File: src/rtl/ddr4_v2_2_20_mc_act_arb.sv
// Activate-command arbiter for the four group ports: timing-qualified
// round-robin pick with starvation override and a post-grant idle gap.

module ddr4_v2_2_20_mc_act_arb_stv #(
  parameter int STARVE_LIMIT = 15,
  parameter int STV_BITS     = 4
) (
  input  logic clk,
  input  logic rst_n,
  input  logic req,
  input  logic won,
  input  logic any_pick,
  output logic starve
);
  localparam logic [STV_BITS-1:0] LIM = STV_BITS'(STARVE_LIMIT);

  logic [STV_BITS-1:0] cnt, cnt_nxt;

  // Only cycles where some other port actually won count as lost arbitration.
  always_comb begin
    cnt_nxt = cnt;
    if (won || !req)                 cnt_nxt = '0;
    else if (any_pick && cnt != LIM) cnt_nxt = cnt + 1'b1;
  end

  always_ff @(posedge clk) begin
    if (!rst_n) begin
      cnt    <= '0;
      starve <= 1'b0;
    end else begin
      cnt    <= cnt_nxt;
      starve <= (STARVE_LIMIT != 0) && (cnt_nxt == LIM);
    end
  end
endmodule

module ddr4_v2_2_20_mc_act_arb #(
  parameter int  RKBITS       = 2,
  parameter int  LR_WIDTH     = 1,
  parameter int  RANK_SLAB    = 4,
  parameter int  ACT_GAP      = 1,
  parameter int  STARVE_LIMIT = 15,
  parameter int  STV_BITS     = 4,
  parameter real TCQ          = 0.1
) (
  input  logic                  clk,
  input  logic                  rst_n,
  input  logic [3:0]            actReq,
  input  logic [3:0]            actReqT,
  input  logic [RKBITS*4-1:0]   cmdRank,
  input  logic [4*LR_WIDTH-1:0] cmdLRank,
  input  logic                  actBlock,
  output logic [3:0]            act_winPort_nxt,
  output logic [RANK_SLAB-1:0]  act_rank_update,
  output logic [3:0]            winPort,
  output logic [RKBITS-1:0]     winRank,
  output logic [LR_WIDTH-1:0]   winLRank,
  output logic [3:0]            starve
);
  localparam int GW = (ACT_GAP > 0) ? $clog2(ACT_GAP + 1) : 1;

  if ((TCQ < 0.0) || (STARVE_LIMIT >= (1 << STV_BITS))) begin : g_param_err
  end

  logic [1:0]          ptr;
  logic [GW-1:0]       gap;
  logic [3:0]          elig, cand;
  logic                pick_vld;
  logic [1:0]          pick_idx, idx;
  logic [RKBITS-1:0]   pick_rank;
  logic [LR_WIDTH-1:0] pick_lrank;

  assign elig = actReq & actReqT & {4{~actBlock & (gap == '0) & rst_n}};
  // Starving ports pre-empt only if they are themselves eligible this cycle.
  assign cand = (|(elig & starve)) ? (elig & starve) : elig;

  always_comb begin
    pick_vld = 1'b0;
    pick_idx = '0;
    idx      = '0;
    for (int i = 0; i < 4; i++) begin
      idx = ptr + 2'(i);
      if (!pick_vld && cand[idx]) begin
        pick_vld = 1'b1;
        pick_idx = idx;
      end
    end
  end

  assign pick_rank       = cmdRank[RKBITS*pick_idx +: RKBITS];
  assign pick_lrank      = cmdLRank[LR_WIDTH*pick_idx +: LR_WIDTH];
  assign act_winPort_nxt = pick_vld ? (4'b0001 << pick_idx) : 4'b0000;

  // Out-of-slab rank values decode to no update.
  always_comb begin
    act_rank_update = '0;
    for (int r = 0; r < RANK_SLAB; r++)
      act_rank_update[r] = pick_vld && (32'(pick_rank) == r);
  end

  always_ff @(posedge clk) begin
    if (!rst_n) begin
      winPort  <= '0;
      winRank  <= '0;
      winLRank <= '0;
      ptr      <= '0;
      gap      <= '0;
    end else begin
      winPort  <= act_winPort_nxt;
      winRank  <= pick_vld ? pick_rank  : '0;
      winLRank <= pick_vld ? pick_lrank : '0;
      if (pick_vld) ptr <= pick_idx + 2'd1;
      if (pick_vld)          gap <= GW'(ACT_GAP);
      else if (gap != '0)    gap <= gap - 1'b1;
    end
  end

  for (genvar p = 0; p < 4; p++) begin : g_stv
    ddr4_v2_2_20_mc_act_arb_stv #(
      .STARVE_LIMIT (STARVE_LIMIT),
      .STV_BITS     (STV_BITS)
    ) u_stv (
      .clk      (clk),
      .rst_n    (rst_n),
      .req      (actReq[p]),
      .won      (act_winPort_nxt[p]),
      .any_pick (pick_vld),
      .starve   (starve[p])
    );
  end
endmodule

File: config.mk
export PLATFORM = sky130hd
export DESIGN_NAME = ddr4_v2_2_20_mc_act_arb
export DESIGN_NICKNAME = d
export VERILOG_FILES = /design/src/rtl/ddr4_v2_2_20_mc_act_arb.sv
export SDC_FILE = /design/constraint.sdc
export NUM_CORES = 1
export LEC_CHECK = 0
export ABC_AREA = 1
export CAP_MARGIN = 20
export CORE_MARGIN = 3
export CORE_UTILIZATION = 30
export DETAILED_ROUTE_END_ITERATION = 8
export GPL_TIMING_DRIVEN = 1
export PLACE_DENSITY = 0.64
export SLEW_MARGIN = 20
export SYNTH_ARGS = -nofsm -noshare
export SYNTH_HDL_FRONTEND = slang
export SYNTH_SLANG_ARGS = --single-unit
File: constraint.sdc
create_clock -name clk -period 10.6 [get_ports clk]
set_clock_uncertainty 0.15 [all_clocks]
set_input_delay 3.18 -clock clk [delete_from_list [all_inputs] [get_ports clk]]
set_output_delay 3.18 -clock clk [all_outputs]
set_load 0.05 [all_outputs]
==> run metrics <==
adder-cell share of the synthesized area=4.929%; Clock transition at path regs=0.06 ns; Routed WL=4598 microns; Final period util=94.98%; most instantiated cells after synthesis=69 x nand2_1, 50 x nand3_1, 45 x inv_1, 30 x dfxtp_1, 29 x nor2_1; postcts setup bufs=0; crit path capture type=output pin; Port Buf Inserts=41; fill cell count=696; final setup fails=0; Fin Setup TNS=0 ns; worst-skew pair later-pin latency=0.29 ns; gpl congestion=0.9105; Placement Rows=29; Synth Area in Compound Gates=5.299%; dominant cells by area after synthesis=dfxtp_1 30%, nand2_1 13%, nand3_1 12%; CTS Sinks=30; Synth Area per Inst=6.658 sq um; die area=7792 sq um; core area=6459 sq um; wire length per cell=11.00 microns; met1 usage=15.44%; root buf cell=clkbuf_8; Syn. warnings=0; synth unique cells=31; drt pass-1 iters=4; I/O pin cnt=42; Tightest Pin Transition=0.5032 ns; most used cell, CP=nand3_1; syn_nets=336; fraction of registers with async set/reset=0%; Post-synth EDFFs=0; DIE WIDTH=88.28 microns; Post-DP HPWL=3630 microns; Static Leak=1.214 nW; status=complete, no violations; hold-fix buffers at CTS=0; antenna cell count=0; NumNets Final=372; count leader, synth=nand2_1; unrepaired setup endpoints after global routing=no; mux cell area share after synthesis=0%; area post-placement=2449 sq um; Vias/cell=4.632; post-route cell area=2561 sq um; CP Cell Sequence=clkdlybuf4s50_1 > nand4_1 > nand2_1 > nor2_2 > nand2_1 > nand3_1 > nand3_2 > nand2_4 > nor2_8 > nand3_1 > nand3_1 > nand2_2 > inv_1 > ha_1 > inv_1 > nor2_2 > clkdlybuf4s50_1; gr usage total=12.74%; post-synthesis instance total=305; critical path type=in2out; Yosys top cell area share=29.57%; GR Layer Usage met2=21.62%; largest net degree at the start of global routing=20; PD cells=349.9 nW/um^2; Hold Vio Cnt, Final=0; Slowest Stage Delay on Critical Path=0.85 ns; cell taking the most area after synthesis=dfxtp_1; sequential fraction of the synthesis area=29.57%; Post-Synth XOR/XNOR Area=3.019%; H-tree depth=2; crit path max fanout=14; max frequency=0.09933 GHz; Initial Utilization=31.44%; first-pass GRT wire length=7803 microns; clk buf depth=2; Final Max Tran Viols=0; Max Cap Viol=0; Num CTS Buffers=5; GR Util met3=2.700%; CTS resizes=0; Synth Area in Simple Gates=44.12%; slew margin rel.=66.35%; Routed Antenna Nets=0; Tmin final=10.07 ns; Critical Path AT=6.74 ns; IR drop worst, VDD=0.1428 mV; slowest stage cell on the critical path=clkdlybuf4s50_1; fraction of layout cells with a size suffix above 1=9.384%; drt drc=0; largest family of logic cells by synthesized area=simple AND/OR/NAND/NOR gates; via count=1936; total congestion overflow=0; HP Class=reg2reg; Seq cells post-synth=30; Crit path required time=7.27 ns; vias in the first global route=1824; CTS tree=yes; layer with the highest usage=met2; Synth-to-Final Area Change=26.12%; initial drt markers=50; mapped cell area=2031 sq um; crit path launch type=primary input; initial antenna violation count=0; Main synth FF type=dfxtp_1; Die Span Y=88.28 microns
==> flip-flops by register name, indices dropped and copies added (netlist names) <==
name and flops:
ptr 2, g_stv.u_stv.cnt 16, winLRank 1, winRank 2
g_stv.u_stv.starve 4, gap 1, winPort 4
==> final cells by class <==
cell class	instances	area, sq um	share of cell area (%)
clock inverters	1	30.03	1.172
repair buffers	41	410.4	16.02
well taps	77	96.34	3.762
flip-flops and latches	30	600.6	23.45
clock buffers	6	82.58	3.224
inverters	47	176.4	6.888
multi-input cells	216	1165	45.48
==> per-stage QoR <==
stage                     cells  hold WS, ns  total power, mW  util (%)  worst slack [ns]
final                       418       0.3693           0.8962     39.66            0.5324
after CTS                   418       0.3704           0.9066     39.66            0.4879
after global placement      411       0.3547           0.7743     37.91            0.6163
after detailed placement    411       0.3604           0.7806     37.91            0.5328
after global routing        418       0.3956           0.9753     39.66            0.1949
after floorplan             305       0.3353           0.6514         -             1.923
==> path summary, 6_finish.rpt <==
kind                                                       start                               end  slack [ns]  cells after the start
worst max-delay path                                       rst_n                act_winPort_nxt[3]        0.53                     17
worst min-delay path            g_stv[1].u_stv.cnt[3]$_SDFF_PN0_  g_stv[1].u_stv.cnt[3]$_SDFF_PN0_        0.37                      2
worst max register to register                    gap$_SDFF_PN0_  g_stv[1].u_stv.starve$_SDFF_PN0_        7.69                     21
worst min register to register  g_stv[1].u_stv.cnt[3]$_SDFF_PN0_  g_stv[1].u_stv.cnt[3]$_SDFF_PN0_        0.37                      2
==> where the power goes <==
part           internal, mW  switching [mW]  total, mW
logic                 0.189           0.431      0.620
clock network        0.0751          0.0456      0.121
registers             0.139          0.0168      0.156
total                 0.403           0.493      0.896
==> worst max-delay path: cells and delay by family <==
family / cells / cell delay [ns]
fa+ha+maj: 1 / 0.19
simple gates: 12 / 1.49
buf+inv: 4 / 1.86
==> routing by layer <==
| layer | part of all wire, % | routed length [microns] |
|---|---|---|
| met1 | 44 | 2043 |
| met4 | 2.1 | 98 |
| met5 | 0 | 0 |
| met3 | 4.0 | 182 |
| met2 | 49 | 2273 |
==> kinds of logic (layout without fill, tap and decap cells) <==
family	Yosys count	count (layout)
AO/OA/AOI/OAI	19	19
buffers and inverters	59	95
flip-flops	30	30
adder cells (fa/ha/maj)	8	8
XOR/XNOR	7	7
AND/OR/NAND/NOR	182	182
==> cell usage in the layout, fill, tap and decap left out, types with 2 or more instances in the layout <==
master / Yosys / final
xnor2_1: 5 / 5
nand2_1: 69 / 69
clkbuf_8: 0 / 6
nand4_1: 7 / 7
nand2_4: 2 / 2
nor2_2: 5 / 5
clkdlybuf4s50_1: 0 / 41
xor2_1: 2 / 2
ha_1: 8 / 8
inv_1: 45 / 45
o21ai_2: 2 / 2
nand3_1: 50 / 50
nand3_2: 2 / 2
nand2_2: 6 / 6
dfxtp_1: 30 / 30
nand3b_1: 3 / 3
a21oi_1: 9 / 9
nor2_4: 3 / 3
nor2_1: 29 / 29
o21ai_0: 6 / 6
Note: power is estimated with default switching activity, not from simulation.
